--- config.mk ---
export PLATFORM = sky130hd
export DESIGN_NAME = imem_boot_loader
export DESIGN_NICKNAME = d
export VERILOG_FILES = /design/src/rtl/imem_boot_loader.sv
export SDC_FILE = /design/constraint.sdc
export NUM_CORES = 1
export LEC_CHECK = 0
export CAP_MARGIN = 5
export CELL_PAD_IN_SITES_DETAIL_PLACEMENT = 2
export CELL_PAD_IN_SITES_GLOBAL_PLACEMENT = 2
export CORE_MARGIN = 4
export CORE_UTILIZATION = 34
export DETAILED_ROUTE_END_ITERATION = 16
export PLACE_DENSITY = 0.86
export SETUP_SLACK_MARGIN = 0.3
export SLEW_MARGIN = 5
export SYNTH_ARGS = -nofsm -noshare
export SYNTH_HDL_FRONTEND = slang
export SYNTH_SLANG_ARGS = --single-unit
--- constraint.sdc ---
create_clock -name clk -period 2.5 [get_ports clk]
set_clock_uncertainty 0.1 [all_clocks]
set_input_delay 0.25 -clock clk [delete_from_list [all_inputs] [get_ports clk]]
set_output_delay 0.25 -clock clk [all_outputs]
set_load 0.05 [all_outputs]
--- src/rtl/imem_boot_loader.sv ---
// Boot loader: receives a length-prefixed big-endian byte stream, writes it word by word
// into instruction memory, and releases the core reset only after a complete load.
module imem_boot_loader #(
    parameter int ROM_WORDS = 1024
) (
    input  logic        clk,
    input  logic        rst_n,
    input  logic        start,
    input  logic [7:0]  in_data,
    input  logic        in_valid,
    output logic        in_ready,
    output logic        mem_we,
    output logic [31:0] mem_waddr,
    output logic [31:0] mem_wdata,
    output logic        cpu_rst_n,
    output logic        busy,
    output logic        done,
    output logic        error
);
    // state   | meaning
    // IDLE    | waiting for start after reset, core held in reset
    // LEN_HI  | expecting word count N[15:8]
    // LEN_LO  | expecting word count N[7:0], then range check
    // DATA    | collecting the four bytes of the current word
    // WRITE   | one-cycle memory write of the assembled word
    // DONE    | program complete, core released
    // ERR     | bad length, sticky until start or reset
    typedef enum logic [2:0] {
        S_IDLE, S_LEN_HI, S_LEN_LO, S_DATA, S_WRITE, S_DONE, S_ERR
    } state_t;

    localparam int IDX_W = $clog2(ROM_WORDS + 1);

    state_t            state, state_nxt;
    logic [IDX_W-1:0]  idx;
    logic [1:0]        byte_cnt;
    logic [31:0]       asm_word;
    logic [15:0]       len;
    logic              accept;
    logic              can_start;
    logic [15:0]       len_full;
    logic              len_bad;
    logic              last_word;

    assign accept    = in_valid & in_ready;
    assign can_start = (state == S_IDLE) || (state == S_DONE) || (state == S_ERR);
    assign len_full  = {len[15:8], in_data};
    assign len_bad   = (len_full == 16'd0) || ({16'd0, len_full} > 32'(ROM_WORDS));
    // Full 16-bit compare so lengths above the index range can never alias.
    assign last_word = (16'(idx) == (len - 16'd1));

    always_ff @(posedge clk or negedge rst_n) begin
        if (!rst_n) state <= S_IDLE;
        else        state <= state_nxt;
    end

    always_comb begin
        state_nxt = state;
        case (state)
            S_IDLE, S_DONE, S_ERR: if (start) state_nxt = S_LEN_HI;
            S_LEN_HI: if (accept) state_nxt = S_LEN_LO;
            S_LEN_LO: if (accept) state_nxt = len_bad ? S_ERR : S_DATA;
            S_DATA:   if (accept && byte_cnt == 2'd3) state_nxt = S_WRITE;
            S_WRITE:  state_nxt = last_word ? S_DONE : S_DATA;
            default:  state_nxt = S_IDLE;
        endcase
    end

    always_comb begin
        in_ready  = 1'b0;
        mem_we    = 1'b0;
        busy      = 1'b0;
        done      = 1'b0;
        error     = 1'b0;
        cpu_rst_n = 1'b0;
        case (state)
            S_LEN_HI, S_LEN_LO, S_DATA: begin
                in_ready = 1'b1;
                busy     = 1'b1;
            end
            S_WRITE: begin
                mem_we = 1'b1;
                busy   = 1'b1;
            end
            S_DONE: begin
                done      = 1'b1;
                cpu_rst_n = 1'b1;
            end
            S_ERR:   error = 1'b1;
            default: ;
        endcase
    end

    // Address and data are latched on the 4th byte so they are valid during WRITE
    // and simply hold afterwards.
    always_ff @(posedge clk or negedge rst_n) begin
        if (!rst_n) begin
            idx       <= '0;
            byte_cnt  <= 2'd0;
            asm_word  <= 32'd0;
            len       <= 16'd0;
            mem_waddr <= 32'd0;
            mem_wdata <= 32'd0;
        end else begin
            case (state)
                S_IDLE, S_DONE, S_ERR: begin
                    if (start) begin
                        idx      <= '0;
                        byte_cnt <= 2'd0;
                        asm_word <= 32'd0;
                    end
                end
                S_LEN_HI: if (accept) len[15:8] <= in_data;
                S_LEN_LO: if (accept) len[7:0]  <= in_data;
                S_DATA: begin
                    if (accept) begin
                        asm_word <= {asm_word[23:0], in_data};
                        byte_cnt <= byte_cnt + 2'd1;
                        if (byte_cnt == 2'd3) begin
                            mem_wdata <= {asm_word[23:0], in_data};
                            mem_waddr <= {{(30 - IDX_W){1'b0}}, idx, 2'b00};
                        end
                    end
                end
                S_WRITE: idx <= idx + 1'b1;
                default: ;
            endcase
        end
    end
endmodule

-- After elaboration in Yosys (flattened, before gate mapping)
Cells that the tools add are included.
- add/subtract/negate cells: 3
- eq/ne operators: 13
- bitwise operators: 1
- mux-type cells: 20
- reductions and logical operators: 15
- order comparisons: 1
- operator list (operator ; number):
    24-bit two-way mux ; 2
    24-bit one-hot mux with 2 select lines ; 1
    11-bit one-hot mux with 2 select lines ; 1
    3-bit two-way mux ; 6
    11-bit by 16-bit == test with 1-bit output ; 1
    16-bit by 11-bit greater-than comparator with 1-bit output (second input constant) ; 1
    16-bit logical NOT ; 1
    16-bit by 1-bit subtractor with 16-bit output (second input constant) ; 1
    3-bit one-hot mux with 5 select lines ; 1
    11-bit by 1-bit adder with 11-bit output (second input constant) ; 1
    11-bit two-way mux ; 1
    2-bit != test (second input constant) ; 5
    3-bit == test (second input constant) ; 3
    3-bit by 2-bit == test with 1-bit output (second input constant) ; 2
    2-bit AND reduction ; 3
    3-bit AND reduction ; 2
    3-bit OR reduction ; 2
    1-bit two-way mux ; 5
    2-bit two-way mux ; 2
    2-bit one-hot mux with 2 select lines ; 1
    4-bit AND reduction ; 1
    2-bit nonzero test ; 2
    4-bit OR reduction ; 1
    3-bit by 1-bit == test with 1-bit output (second input constant) ; 1
    other kinds (6) ; 6
- logic and storage cells: 61
- bits of input ports: 12
- register bits after elaboration: 99
- output and inout bits: 70

-- Logic depth before layout (Yosys ltp)
Gate-level depths: netlist of the first run.
- word-level depth: 7
- depth in mapped cells: 9
- depth with buffers taken out: 8

-- Worst setup path after synthesis of the first run
OpenSTA, ideal clock, no wires.
- path type: register to output
- start: reg state[2]
- end: out done
- path buffers: 3
- stages on the path, launching flop included: 5
- data arrival time: 2.375 ns
- setup slack: -0.225 ns
- required time: 2.150 ns
- cell sequence: dfrtp_1 > buf_2 > buf_1 > nor3b_1 > buf_4
- word-level cells in the longest chain between the ends: 2
- RTL lines (what ; line ; RTL):
    from (decl) ; 34 ; state_t state, state_nxt;
    from (signal assigned) ; 54 ; else state <= state_nxt;
    3-bit == test ; -- ;
    1-bit two-way mux ; -- ;
    to (decl) ; 17 ; output logic done,
Every way passes these cells.

-- Worst setup path after layout of the first run
- start: reg len[1]
- end: reg state[1]
- word-level cells in the longest chain between the ends: 4
- RTL lines (what ; line ; RTL):
    from (decl) ; 38 ; logic [15:0] len;
    from (signal assigned) ; 114 ; S_LEN_LO: if (accept) len[7:0] <= in_data;
    16-bit by 1-bit subtractor with 16-bit output ; 50 ; assign last_word = (16'(idx) == (len - 16'd1));
    11-bit by 16-bit == test with 1-bit output ; 50 ;
    3-bit two-way mux ; 64 ; S_WRITE: state_nxt = last_word ? S_DONE : S_DATA;
    3-bit one-hot mux with 5 select lines ; 59 ; case (state)
Every way passes these cells.
A chain may end at the register's enable or synchronous reset.

==> impl_metrics.yaml, run 1 <==
clocking:
  root_buffer: "clkbuf_16"
  insertion_delay_ps: 350
  cts_max_level: 3
  cts_buffer_depth: 2
  clkTransAtPathRegs_ps: 70
  cts_tree: "yes"
  cts-buffers-inserted: 9
  clock-sinks: 99
layout:
  final_layout_size_suffix_gt1_share_pct: 12.0
  layout_commonest_cell: "dfrtp_1"
  area_growth_pct: 25.4
  final_nets: 528
  layout_common_cells: "dfrtp_1 (97), nand2_1 (68), mux2_1 (54), clkdlybuf4s50_1 (53), nand3_1 (33)"
  fillers: 1410
  diodes: 0
pwr:
  p_comb_share_pct: 39.5
  p_sw_mw: 2.60
  p_clk_share_pct: 22.1
  power.leakage_nw: 2.77
  power_mw: 6.06
  vdd_drop_max_uv: 347
  powerDensity_nw_per_um2: 1030
  swShare_pct: 42.9
  p_int_mw: 3.46
  seqPwrFrac_pct: 38.5
synthesis:
  syn_area_sq_um: 4700
  yosysUniqueCellTypes: 52
  synthCells: 444
  yosys_most_used_dff: "dfrtp_1"
  synthTopCellsByArea: "dfrtp_1 (53%), mux2_1 (13%), nand2_1 (5.4%), buf_4 (3.5%), nand3_1 (3.5%)"
  syn_avg_cell_area_sq_um: 10.6
  synthArstFlopShare_pct: 100
  synth-edff-count: 0
  synth.top_cell.area_share_pct: 52.7
  ys_seq_area_share_pct: 52.7
  ys_ff_latch: 99
  yosysWarnings: 0
  synth_top_area_cell: "dfrtp_1"
route:
  drt_pass1_iterations: 4
  ant_nets: 0
  vias: 3678
  drcViolationCount: 0
  drtIter0Drc: 210
  routed_wl_microns: 14300
  viasPerCell: 5.30
  wl_per_cell_microns: 20.7
setup_path:
  worstPathArrival_ps: 2440
  r2r-start: "len[1]"
  r2r_cells: 6
  path_class: "register to register"
  r2r_setup_slack_ps: 200
  crit_path_top_delay_cell: "or4_4"
  end_kind: "register"
  cp_top_family: "simple AND/OR/NAND/NOR gates"
  required_ps: 2640
  crit_chain: "or4_4 -> nor4_4 -> nor3b_1 -> o32a_1 -> nand4_1 -> a22o_1"
  critPathMaxFanout: 5
  path_buf_inv: 0
  crit_path_max_incr_delay_ps: 590
  startpoint_type: "register"
  worstReg2RegEnd: "state[1]"
die:
  fp-row-count: 42
  boundaryPins: 82
  die_w_microns: 126
  core-area_sq_um: 13400
  start_util_pct: 35.1
  die_area_sq_um: 15800
  die_h_microns: 126
timing:
  post-route-min-period_ps: 2300
  tightest_slew_ps: 739
  setup_viol: 0
  fin_crit_sh_pct: 91.9
  rsz0062_at_grt: "yes"
  drv_slew: 0
  fin_tns_setup_ps: 0
  relSlewSlack_pct: 50.5
  hold_viol_final: 0
  fmax_ghz: 0.435
run:
  drv_cap: 0
grt:
  grt_max_degree: 72
  grt_use_total_pct: 17.5
  grt_overflow: 0
  first_global_vias: 4070
  grt_pass1_wl_microns: 22100
  antenna_found_initial: 0
placement:
  place_congestion: 0.816
  hpwlAfterDp_microns: 9660
  numPortBuffers: 60
status:
  status: "complete, no violations"
min_path:
  min_path_type: "input port to asynchronous set/reset pin"
-- worst reg2reg max path, cell delays in order, from the launching register on --
cell     delay [ps]
dfrtp_1         430
or4_4           590
nor4_4          230
nor3b_1         310
o32a_1          210
nand4_1         120
a22o_1          210
-- cell usage after synthesis (2+ instances only) --
cell,instances
nand2_1,68
nand3_1,33
ha_1,3
and3_1,5
buf_2,8
a211oi_1,2
a31oi_1,2
and2_1,2
nand4_1,3
or3_1,3
a22o_1,3
nand3b_1,2
buf_1,2
a21oi_1,11
clkbuf_1,12
o22a_1,2
and4_1,2
dfrtp_1,99
or2_2,2
buf_4,22
nor3b_1,4
o211ai_1,2
nor4b_1,2
xor2_1,6
xnor2_1,8
nor2_1,18
mux2i_1,3
mux2_1,54
inv_1,8
o31ai_1,2
nor3_1,4
nor2b_1,3
o21ai_0,5
o21ai_1,17
nor4_1,5
-- cells by family (layout without fill, tap and decap cells) --
group,count (synthesis),count (layout),synth area share [%]
AO/OA/AOI/OAI,56,56,7.46
adder cells (fa/ha/maj),3,3,0.799
AND/OR/NAND/NOR,161,161,16.5
multiplexers,57,57,13.6
flip-flops,99,99,52.7
buffers and inverters,53,107,6.21
XOR/XNOR,14,14,2.61
other,1,21,0.0798
-- power groups by stage --
| stage | clock, mW | combinational, mW | sequential (mW) |
|---|---|---|---|
| 6_report | 1.34 | 2.39 | 2.33 |
| 5_1_grt | 1.43 | 2.60 | 2.38 |
| 4_1_cts | 1.36 | 2.25 | 2.30 |
| 3_5_place_dp | 0 | 2.22 | 2.31 |
| 3_3_place_gp | 0 | 2.09 | 2.27 |
| 2_1_floorplan | 0 | 1.47 | 2.28 |
-- stage by stage --
step	hold WS, ps	utilization, %	std cells	instance area [sq um]	worst slack (ps)
after floorplan	-146	-	464	4780	332
after global placement	108	41.0	673	5500	242
after detailed placement	110	41.0	673	5500	121
after CTS	275	43.3	690	5800	225
after global routing	332	43.9	694	5890	136
final	270	43.9	694	5890	201
-- per-layer routing --
metal	share of wire (%)	vias up	GRT usage (%)
met5	0	-	0
met2	51	98	29.5
met3	3.9	31	2.64
li1	-	1648	-
met1	42	1901	22.0
met4	3.1	0	8.29
-- registers in the layout, indices dropped and copies added (netlist names) --
signal	cells
byte_cnt	2
len	16
asm_word	24
mem_waddr	11
state	3
mem_wdata	32
idx	11
-- timing repair --
action	in CTS	in global routing
setup buffers	0	4
pin swaps	0	3
endpoints found under the setup margin	4	13
endpoints found under the hold margin	28	0
resized for setup	4	15
hold buffers	1	0
-- layout make-up --
type	instances	area [sq um]	share of cell area [%]
clock buffers	10	229	3.89
flip-flops and latches	99	2480	42.1
well taps	176	220	3.74
inverters	9	37.5	0.637
clock inverters	6	50.0	0.850
repair buffers	82	791	13.4
multi-input cells	312	2080	35.3
-- how the worst max path moves through the flow --
| stage | start | endpoint | depth (start not counted) |
|---|---|---|---|
| after floorplan | state[2] | done | 4 |
| after global placement | in_data[5] | state[2] | 7 |
| after detailed placement | in_data[6] | state[0] | 6 |
| after CTS | len[5] | state[1] | 6 |
| after global routing | len[1] | state[1] | 8 |
| final | len[1] | state[1] | 6 |
No activity file was read; power rests on OpenSTA's default activity.
==> run 2, diff against run 1 <==
--- a/config.mk
+++ b/config.mk
@@ -9,5 +9,5 @@
 export CELL_PAD_IN_SITES_DETAIL_PLACEMENT = 2
 export CELL_PAD_IN_SITES_GLOBAL_PLACEMENT = 2
-export CORE_MARGIN = 4
+export CORE_MARGIN = 8
 export CORE_UTILIZATION = 34
 export DETAILED_ROUTE_END_ITERATION = 16
==> constraint.sdc (replaced) <==
create_clock -name clk -period 2.5 [get_ports clk]
set_clock_uncertainty 0.1 [all_clocks]
set_input_delay 0.375 -clock clk [delete_from_list [all_inputs] [get_ports clk]]
set_output_delay 0.375 -clock clk [all_outputs]
set_load 0.05 [all_outputs]
==> impl_metrics.yaml, run 2 (same netlist as run 1, synthesis figures left out) <==
die:
  die_w_microns: 134
  fp-row-count: 43
  die_area_sq_um: 17800
  die_h_microns: 134
  boundaryPins: 82
  core-area_sq_um: 13700
  start_util_pct: 34.4
layout:
  layout_commonest_cell: "dfrtp_1"
  instances_no_fill: 701
  multi_input_area_sq_um: 2110
  fin_area_sq_um: 5970
  final_layout_size_suffix_gt1_share_pct: 13.6
  regMostFlops: "mem_wdata"
  area_growth_pct: 27.0
  reg.largest.list: "mem_wdata (32), asm_word (24), len (16)"
  diodes: 0
  layout_common_cells: "dfrtp_1 (97), nand2_1 (68), mux2_1 (54), clkdlybuf4s50_1 (53), nand3_1 (33)"
  utilization_pct: 43.7
  largest_reg_flops: 32
  seqCellArea_sq_um: 2480
  final_nets: 531
  fillers: 1424
grt:
  grt_pass1_wl_microns: 24000
  grt_overflow: 0
  grt_max_degree: 45
  grt_use_total_pct: 17.0
  antenna_found_initial: 0
  first_global_vias: 4221
setup_path:
  critPathMaxFanout: 4
  startpoint_type: "register"
  end_kind: "register"
  path_class: "register to register"
  worstPathArrival_ps: 2510
  required_ps: 2650
clocking:
  cts_buffer_depth: 2
  root_buffer: "clkbuf_16"
  clkTransAtPathRegs_ps: 70
  cts-buffers-inserted: 9
  clock-sinks: 99
  insertion_delay_ps: 360
  cts_max_level: 3
  cts_tree: "yes"
placement:
  hpwlAfterDp_microns: 10100
  placed_area_sq_um: 5540
  place_congestion: 0.879
  placed_cells: 681
  numPortBuffers: 60
pwr:
  powerDensity_nw_per_um2: 1050
  power_mw: 6.25
  power.leakage_nw: 2.81
  vdd_drop_max_uv: 462
timing:
  setup_viol: 0
  drv_slew: 0
  fin_crit_sh_pct: 94.5
  post-route-min-period_ps: 2360
  rsz0062_at_grt: "yes"
  relSlewSlack_pct: 63.6
  hold_viol_final: 0
  fmax_ghz: 0.423
  tightest_slew_ps: 544
  fin_tns_setup_ps: 0
route:
  wl_met3_microns: 503
  highest_layer: "met4"
  wl_met1_microns: 6380
  wl_met2_microns: 7990
  drt_pass1_iterations: 5
  wl_per_cell_microns: 21.6
  ant_nets: 0
  routed_wl_microns: 15100
  vias: 3690
  viasPerCell: 5.26
  drtIter0Drc: 190
  drcViolationCount: 0
status:
  status: "complete, no violations"
run:
  drv_cap: 0
min_path:
  min_path_type: "register to register"
## run 2: changes by cell type in the layout (fill, tap and decap cells not counted), sizes merged
cell / delta
clkinv: -2
clkinvlp: -1
inv: +2
bufinv: +1
buf: +5
dlygate4sd2: -2
## run 2: worst max-delay path, cell delays in order, from the launching register on
cell and delay (ps):
dfrtp_1 440, or4_4 540, or4_4 440, a21boi_2 160
o32a_1 190, nand4_1 160, a22o_1 230
## run 2: timing repair
action / 4_1_cts / 5_1_grt
setup endpoints to repair: 4 / 66
buffers inserted: 3 / 0
pin swaps: 3 / 3
cloned: 0 / 0
resized for setup: 6 / 14
hold buffers: 1 / 0
hold endpoints to repair: 35 / 0
## run 2: layer usage
metal	up-vias	GRT usage, %
met2	85	30.7
met4	0	6.36
met3	18	3.31
met5	-	0
met1	1934	19.5
li1	1653	-
## run 2: through the flow
| step | hold slack (ps) | setup WS (ps) |
|---|---|---|
| floorplan | -20.6 | 406 |
| global placement | 279 | 189 |
| detailed placement | 284 | 61.5 |
| CTS | 391 | 219 |
| global route | 410 | 36.1 |
| finish | 382 | 138 |
## run 2: final timing paths
kind | start | endpoint | slack [ps] | cells past startpoint
max | len[0] | state[1] | 140 | 6
min | asm_word[23] | asm_word[23] | 380 | 2
max reg2reg | len[0] | state[1] | 140 | 6
min reg2reg | asm_word[23] | asm_word[23] | 380 | 2
max in group asynchronous | rst_n | mem_wdata[31] | 1200 | 3
min in group asynchronous | rst_n | mem_waddr[10] | 440 | 2
## run 2: report_power, final
part | leakage (nW) | internal [mW] | switching, mW
Sequential | 1.34 | 1.92 | 0.420
Combinational | 1.33 | 0.884 | 1.57
Clock | 0.150 | 0.813 | 0.650
## run 2: cell type report
type	instances	area share, %
inverter	9	0.566
multi-input combinational	312	35.3
clock inverter	6	1.15
tap	180	3.78
timing repair buffer	85	13.6
sequential	99	41.6
clock buffer	10	4.01
